===== config.mk =====
export PLATFORM = sky130hd
export DESIGN_NAME = adder_op_sequencer
export DESIGN_NICKNAME = d
export VERILOG_FILES = /design/src/rtl/adder_op_sequencer.sv
export SDC_FILE = /design/constraint.sdc
export NUM_CORES = 1
export LEC_CHECK = 0
export CORE_ASPECT_RATIO = 1.4
export CORE_MARGIN = 2
export CORE_UTILIZATION = 42
export CTS_BUF_LIST = sky130_fd_sc_hd__clkbuf_16
export DETAILED_ROUTE_END_ITERATION = 12
export PLACE_DENSITY = 0.85
export SLEW_MARGIN = 30
export SYNTH_ARGS = -nofsm -noshare
export SYNTH_HDL_FRONTEND = slang
export SYNTH_SLANG_ARGS = --single-unit
export TNS_END_PERCENT = 1

===== constraint.sdc =====
create_clock -name clk -period 3.49 [get_ports clk]
set_clock_uncertainty 0.1 [all_clocks]
set_input_delay 0.5235 -clock clk [delete_from_list [all_inputs] [get_ports clk]]
set_output_delay 0.5235 -clock clk [all_outputs]
set_load 0.03 [all_outputs]

===== src/rtl/adder_op_sequencer.sv =====
// adder_op_sequencer: pops {mode, a, b} operand words from a synchronous-read
// FIFO, drives them onto an external add/sub adder, registers {carry, sum}
// and offers the result on a valid/ready handshake. One operation in flight.
// Optional feature macro: ADDER_SEQ_CNT_EN enables the op_count register;
// without it op_count is tied to zero.
module adder_op_sequencer #(
    parameter int DATA_W = 8,
    parameter int CNT_W  = 16
) (
    input  logic                clk,
    input  logic                rst_n,
    input  logic                fifo_empty,
    input  logic [2*DATA_W:0]   fifo_rdata,
    output logic                fifo_rd_en,
    output logic [DATA_W-1:0]   add_a,
    output logic [DATA_W-1:0]   add_b,
    output logic                add_mode,
    input  logic [DATA_W-1:0]   add_sum,
    input  logic                add_carry,
    output logic                res_valid,
    input  logic                res_ready,
    output logic [DATA_W:0]     res_data,
    output logic                res_mode,
    output logic                busy,
    output logic [CNT_W-1:0]    op_count
);

    typedef enum logic [1:0] {
        IDLE  = 2'd0,
        FETCH = 2'd1,
        EXEC  = 2'd2,
        HOLD  = 2'd3
    } state_t;

    state_t state_q;
    state_t state_d;
    logic   rd_en_c;
    logic   handshake;

    assign handshake = (state_q == HOLD) && res_valid && res_ready;
    assign busy      = (state_q != IDLE);

    // State register.
    // NOTE: sequential state uses non-blocking assignments so every flop
    // samples pre-edge values regardless of block evaluation order.
    always_ff @(posedge clk or negedge rst_n) begin
        if (!rst_n) begin
            state_q <= IDLE;
        end else begin
            state_q <= state_d;
        end
    end

    // Next-state and pop-request decode.
    // NOTE: every output of this block gets a default first, so no path can
    // leave one unassigned and infer a latch.
    always_comb begin
        state_d = state_q;
        rd_en_c = 1'b0;
        unique case (state_q)
            IDLE: begin
                if (!fifo_empty) begin
                    rd_en_c = 1'b1;
                    state_d = FETCH;
                end
            end
            FETCH: state_d = EXEC;
            EXEC:  state_d = HOLD;
            HOLD: begin
                if (handshake) begin
                    if (!fifo_empty) begin
                        rd_en_c = 1'b1;
                        state_d = FETCH;
                    end else begin
                        state_d = IDLE;
                    end
                end
            end
            default: state_d = IDLE;
        endcase
    end

    // The pop request is combinational, so reset must mask it explicitly:
    // the IDLE decode alone would still pop a non-empty FIFO during reset.
    assign fifo_rd_en = rd_en_c & rst_n;

    // Operand registers: loaded from the FIFO read data in FETCH and held
    // afterwards so the adder inputs stay stable through HOLD.
    always_ff @(posedge clk or negedge rst_n) begin
        if (!rst_n) begin
            add_a    <= '0;
            add_b    <= '0;
            add_mode <= 1'b0;
        end else if (state_q == FETCH) begin
            add_mode <= fifo_rdata[2*DATA_W];
            add_a    <= fifo_rdata[2*DATA_W-1:DATA_W];
            add_b    <= fifo_rdata[DATA_W-1:0];
        end
    end

    // Result register: capture the settled adder output in EXEC, hold it
    // through HOLD, drop valid on the consumer handshake.
    always_ff @(posedge clk or negedge rst_n) begin
        if (!rst_n) begin
            res_valid <= 1'b0;
            res_data  <= '0;
            res_mode  <= 1'b0;
        end else if (state_q == EXEC) begin
            res_valid <= 1'b1;
            res_data  <= {add_carry, add_sum};
            res_mode  <= add_mode;
        end else if (handshake) begin
            res_valid <= 1'b0;
        end
    end

`ifdef ADDER_SEQ_CNT_EN
    logic [CNT_W-1:0] cnt_q;

    // Completed-result counter; wraps naturally at all-ones.
    always_ff @(posedge clk or negedge rst_n) begin
        if (!rst_n) begin
            cnt_q <= '0;
        end else if (handshake) begin
            cnt_q <= cnt_q + 1'b1;
        end
    end

    assign op_count = cnt_q;
`else
    assign op_count = '0;
`endif

endmodule

==> impl_metrics.py, run 1 <==
metrics = {
    "sta": {
        "hold_viol_final": 0,
        "postLayoutSetupSlackWorst_ns": 1.08,
        "fin_crit_ns": 2.41,
        "finalCritPeriodShare": 0.689,
        "rsz0062_at_grt": "no",
        "fmax_mhz": 416,
        "worst_pin_slew_ns": 0.981,
        "max_slew_margin": 0.346,
        "timing.setup.tns_ns": 0,
        "finalSetupViolations": 0,
        "slew_violations": 0,
    },
    "grt": {
        "grt_use_total": 0.171,
        "grt_util_met2": 0.326,
        "grtUsageMet3": 0.0451,
        "grt.met1_usage": 0.155,
        "grt_pass1_vias": 963,
        "grt_start_max_net_pins": 31,
        "grt_busiest_layer": "met2",
        "grt_pass1_wl_um": 4570,
        "grt.overflow.total": 0,
        "antenna_found_initial": 0,
    },
    "synth": {
        "synth_top_area_frac": 0.528,
        "ys_seq_area_frac": 0.528,
        "synth_seq_cells": 30,
        "syn_area_um2": 1420,
        "synthCells": 97,
        "yosys_warnings": 0,
        "avgSynthCellArea_um2": 14.7,
        "netlist.top_cell.by_area": "dfrtp_1",
        "yosysUniqueCellTypes": 18,
        "synth_area_leaders": "dfrtp_1 (53%), mux2_2 (14%), mux2_4 (11%)",
    },
    "outcome": {
        "status": "finished clean",
    },
    "route": {
        "remaining_drc_errors": 0,
        "route.final.wire_length_um": 3010,
        "drtPass1Iterations": 2,
        "avgRoutedWirePerCell_um": 15.1,
        "drt_iter0_markers": 3,
        "route.vias.total": 920,
        "via_per_inst": 4.60,
        "ant_nets": 0,
    },
    "hold_path": {
        "hold_class": "register to register",
        "min_from": "res_data[8]$_DFFE_PN0P_",
    },
    "clocking": {
        "clk_pin_slew_worst_paths_ns": 0.05,
        "post_cts_buffers": 0,
        "cts_root_buf": "clkbuf_16",
        "htree_levels": 2,
        "cts_tree": "yes",
        "clk_latency_ns": 0.26,
        "cts_sinks": 30,
        "cts_inserted_buffers": 5,
        "cts_max_path_buffers": 2,
        "ctsResizeCount": 0,
        "ctsHoldBuffers": 0,
    },
    "critical_path": {
        "critical_path.endpoint_type": "output port",
        "slowest_delay_ns": 0.66,
        "critPathKind": "register to output port",
        "crit_family": "buffers and inverters",
        "cp.arrival_ns": 1.78,
        "cp_max_fo": 4,
        "worstPathRequired_ns": 2.87,
        "crit_top_cell": "inv_1",
        "worstPathCellList": "inv_1, ha_1, inv_1, clkdlybuf4s50_1",
        "critPathLaunch": "state_q[0]$_DFFE_PN0P_",
        "cp-start-kind": "register",
        "crit_buf_inv": 3,
        "cp_slowest_cell": "clkdlybuf4s50_1",
        "timing.rr.start": "state_q[1]$_DFFE_PN0P_",
    },
    "power": {
        "power-per-cell-area_nw_per_um2": 1100,
        "p_leak_uw": 0.000938,
        "ir_drop_v": 0.000650,
    },
    "floorplan": {
        "core_um2": 3320,
        "start_util": 0.429,
        "die_h_um": 72.8,
        "rows": 25,
        "die-area_um2": 3870,
        "io_pins": 76,
        "die_w_um": 53.2,
    },
    "placed_design": {
        "numPortBuffers": 59,
        "place_congestion": 0.674,
        "dp_hpwl_um": 2360,
        "pre_cts_ws_ns": 1.28,
        "placed_cells": 193,
    },
    "final_layout": {
        "fillers": 253,
        "layout.cells.non_filler": 200,
        "syn_to_final_growth_pct": 47.5,
        "layout-drive-gt1-share": 0.231,
        "fin_nets": 195,
        "antenna_cells": 0,
    },
    "run": {
        "cap_violations": 0,
    },
}
metal layers:
layer | wire length [um] | up-vias
met3 | 206 | 4
met2 | 1790 | 42
met4 | 61 | 0
met1 | 956 | 449
li1 | - | 425
met5 | 0 | -
layout make-up:
cell class / instances / area (um^2) / share of cell area
multi-input cells: 59 / 553 / 0.264
clock inverters: 2 / 7.51 / 0.00358
clock buffers: 5 / 125 / 0.0597
inverters: 4 / 15.0 / 0.00716
repair buffers: 60 / 596 / 0.284
well taps: 40 / 50.0 / 0.0239
flip-flops and latches: 30 / 751 / 0.358
placed cells by master (no fill, tap or decap):
| master | Yosys | routed |
|---|---|---|
| mux2_2 | 18 | 18 |
| nor2_1 | 1 | 1 |
| mux2_4 | 10 | 10 |
| a211oi_1 | 1 | 1 |
| conb_1 | 1 | 16 |
| a2bb2oi_1 | 1 | 1 |
| nand2_1 | 2 | 2 |
| dfrtp_1 | 30 | 30 |
| clkdlybuf4s50_1 | 0 | 58 |
| clkbuf_16 | 0 | 5 |
| a21o_1 | 1 | 1 |
| ha_1 | 5 | 5 |
| a22oi_2 | 1 | 1 |
| nor4b_1 | 1 | 1 |
| buf_4 | 17 | 2 |
| a221oi_2 | 1 | 1 |
| a31oi_1 | 1 | 1 |
| inv_1 | 4 | 6 |
cells in the mapped netlist (all sizes together):
cell type / instances
a211oi: 1
a21o: 1
a221oi: 1
a22oi: 1
a2bb2oi: 1
a31oi: 1
buf: 19
conb: 1
dfrtp: 30
ha: 5
inv: 4
mux2: 28
nand2: 2
nor2: 1
nor4b: 1
registers in the layout (all words and copies together) (netlist names):
register,cells
res_data,9
add_a,8
add_b,8
state_q,2
add_mode,1
res_mode,1
res_valid,1
stage by stage:
stage               cell area (um^2)  hold WS, ns  utilization  total power (uW)
CTS                             2100        0.405        0.632              2350
finish                          2100        0.398        0.632              2310
global route                    2100        0.408        0.632              2440
floorplan                       1480        0.128            -              1510
global placement                1960        0.389        0.592              1900
detailed placement              1960        0.395        0.592              1960
cells by family after synthesis:
kind of cell	share of synthesized area
other	0.00264
AND/OR/NAND/NOR	0.0141
flip-flops	0.528
buffers and inverters	0.122
AO/OA/AOI/OAI	0.0405
adder cells (fa/ha/maj)	0.0440
multiplexers	0.248
final timing paths:
check | end | slack (ns) | cells after the start
worst max-delay path | busy | 1.08 | 4
worst min-delay path | res_data[8]$_DFFE_PN0P_ | 0.40 | 1
worst max register to register | add_b[0]$_DFFE_PN0N_ | 1.50 | 3
worst min register to register | res_data[8]$_DFFE_PN0P_ | 0.40 | 1
max in group asynchronous | add_b[1]$_DFFE_PN0N_ | 2.39 | 2
min in group asynchronous | add_b[7]$_DFFE_PN0N_ | 0.63 | 2
power breakdown:
part / switching (uW) / total (uW) / leakage [uW] / internal (uW)
sequential: 108 / 641 / 0.000351 / 533
clock: 125 / 378 / 0.0000723 / 253
combinational: 663 / 1300 / 0.000515 / 632
total: 896 / 2310 / 0.000938 / 1420
(Power assumes the default switching activity.)
==> inputs of run 2 (changes only) <==
--- a/config.mk
+++ b/config.mk
@@ -7,10 +7,10 @@
 export LEC_CHECK = 0
 export CORE_ASPECT_RATIO = 1.4
 export CORE_MARGIN = 2
-export CORE_UTILIZATION = 42
+export CORE_UTILIZATION = 35
 export CTS_BUF_LIST = sky130_fd_sc_hd__clkbuf_16
 export DETAILED_ROUTE_END_ITERATION = 12
-export PLACE_DENSITY = 0.85
+export PLACE_DENSITY = 0.76
 export SLEW_MARGIN = 30
 export SYNTH_ARGS = -nofsm -noshare
 export SYNTH_HDL_FRONTEND = slang
==> constraint.sdc (replaced) <==
create_clock -name clk -period 2.1 [get_ports clk]
set_clock_uncertainty 0.1 [all_clocks]
set_input_delay 0.315 -clock clk [delete_from_list [all_inputs] [get_ports clk]]
set_output_delay 0.315 -clock clk [all_outputs]
set_load 0.03 [all_outputs]
==> run 2 against run 1 <==
Register-to-register slack got worse by 1.1 ns. Non-clock buffer count grew 1. Sequential share of layout area decreased by 0.32 points. Critical endpoint is now fifo_rd_en. Largest cell class unchanged.
==> impl_metrics.py, run 2 (synthesized netlist as in run 1, its figures left out) <==
metrics = {
    "route": {
        "via_per_inst": 4.56,
        "remaining_drc_errors": 0,
        "drt_iter0_markers": 17,
        "drtPass1Iterations": 2,
        "route.vias.total": 931,
        "route.final.wire_length_um": 2870,
        "avgRoutedWirePerCell_um": 14.1,
        "ant_nets": 0,
    },
    "floorplan": {
        "core_um2": 3920,
        "die_w_um": 57.9,
        "rows": 27,
        "io_pins": 76,
        "die-area_um2": 4590,
        "start_util": 0.363,
        "die_h_um": 79.4,
    },
    "sta": {
        "rsz0062_at_grt": "no",
        "finalSetupViolations": 0,
        "fin_crit_ns": 2.00,
        "slew_violations": 0,
        "max_slew_margin": 0.649,
        "fmax_mhz": 499,
        "hold_viol_final": 0,
        "worst_pin_slew_ns": 0.527,
        "finalCritPeriodShare": 0.954,
        "timing.setup.tns_ns": 0,
    },
    "grt": {
        "grt_pass1_wl_um": 4670,
        "grt_pass1_vias": 970,
        "grt_start_max_net_pins": 31,
        "grt_use_total": 0.135,
        "antenna_found_initial": 0,
        "grt.overflow.total": 0,
    },
    "clocking": {
        "cts_max_path_buffers": 2,
        "post_cts_buffers": 0,
        "ctsHoldBuffers": 0,
        "htree_levels": 2,
        "cts_tree": "yes",
        "cts_root_buf": "clkbuf_16",
        "clk_latency_ns": 0.26,
        "cts_inserted_buffers": 5,
        "cts_sinks": 30,
        "clk_pin_slew_worst_paths_ns": 0.05,
    },
    "final_layout": {
        "antenna_cells": 0,
        "reg_top3": "res_data (9), add_a (8), add_b (8)",
        "largest_reg_flops": 9,
        "layout-drive-gt1-share": 0.248,
        "fin_nets": 196,
        "fin_util": 0.540,
        "layout_common_cells": "clkdlybuf4s50_1 (57), dfrtp_1 (30), mux2_2 (18), conb_1 (16), mux2_4 (10)",
        "final_common_cell": "clkdlybuf4s50_1",
        "top_register": "res_data",
        "syn_to_final_growth_pct": 48.9,
    },
    "placed_design": {
        "place_congestion": 0.693,
        "numPortBuffers": 59,
        "dp_hpwl_um": 2120,
    },
    "critical_path": {
        "cp_slowest_cell": "dfrtp_1",
        "worstPathCellList": "inv_1, ha_2, nor4b_2, buf_4",
        "slowest_delay_ns": 0.41,
        "critPathKind": "register to output port",
        "cp-start-kind": "register",
        "cp.arrival_ns": 1.59,
        "worstPathRequired_ns": 1.68,
        "critical_path.endpoint_type": "output port",
        "cp_max_fo": 4,
    },
    "power": {
        "ir_drop_v": 0.000951,
        "p_leak_uw": 0.000942,
        "power-per-cell-area_nw_per_um2": 1820,
    },
    "run": {
        "cap_violations": 0,
    },
    "outcome": {
        "status": "finished clean",
    },
    "hold_path": {
        "hold_class": "input port to async pin",
    },
}
[run 2: cell type report]
| type | instances | area, um^2 |
|---|---|---|
| fill | 340 | 1800 |
| sequential | 30 | 751 |
| timing repair buffer | 61 | 602 |
| multi-input combinational | 59 | 562 |
| clock buffer | 5 | 125 |
| tap | 43 | 53.8 |
| inverter | 4 | 15.0 |
| clock inverter | 2 | 7.51 |
[run 2: worst paths after layout]
kind / cells past startpoint / to / slack, ns / from
setup / recovery: 4 / fifo_rd_en / 0.1 / state_q[0]$_DFFE_PN0P_
hold / removal: 2 / res_valid$_DFFE_PN0P_ / 0.40 / rst_n
setup reg to reg: 3 / res_data[5]$_DFFE_PN0P_ / 0.41 / state_q[0]$_DFFE_PN0P_
hold reg to reg: 1 / add_a[4]$_DFFE_PN0N_ / 0.40 / add_a[4]$_DFFE_PN0N_
max in group asynchronous: 2 / add_a[1]$_DFFE_PN0N_ / 1.23 / rst_n
min in group clk: 1 / add_a[4]$_DFFE_PN0N_ / 0.40 / add_a[4]$_DFFE_PN0N_
[run 2: worst max-delay path: cells and delay by family (launching register included)]
family | cells | cell delay, ns
DFF | 1 | 0.41
buffers and inverters | 2 | 0.35
adders and majority gates | 1 | 0.31
and+or+nand+nor | 1 | 0.25
[run 2: metrics by stage]
stage	hold slack, ns	total power (uW)	setup slack [ns]	instance area, um^2	cells
after CTS	0.403	3900	0.0736	2110	204
after global placement	0.391	3160	0.242	1980	197
after global routing	0.417	4070	0.0114	2120	204
after floorplan	-0.0806	2520	0.254	1480	112
after detailed placement	0.391	3240	0.183	1980	197
final	0.395	3860	0.0962	2120	204
[run 2: what timing repair did]
| item | in CTS | in global routing |
|---|---|---|
| gates cloned | 0 | 0 |
| resized for setup | 1 | 1 |
| endpoints found under the setup margin | 1 | 1 |
[run 2: routing by layer]
layer	up-vias	share of wire	global-route usage
met4	0	0.0028	0.0488
met1	455	0.36	0.150
li1	425	-	-
met3	2	0.085	0.0502
met2	49	0.55	0.231
met5	-	0	0
[run 2: power breakdown]
part	leakage, uW	switching (uW)	internal [uW]
clock	0.0000723	216	421
combinational	0.000519	1110	1060
sequential	0.000351	173	886
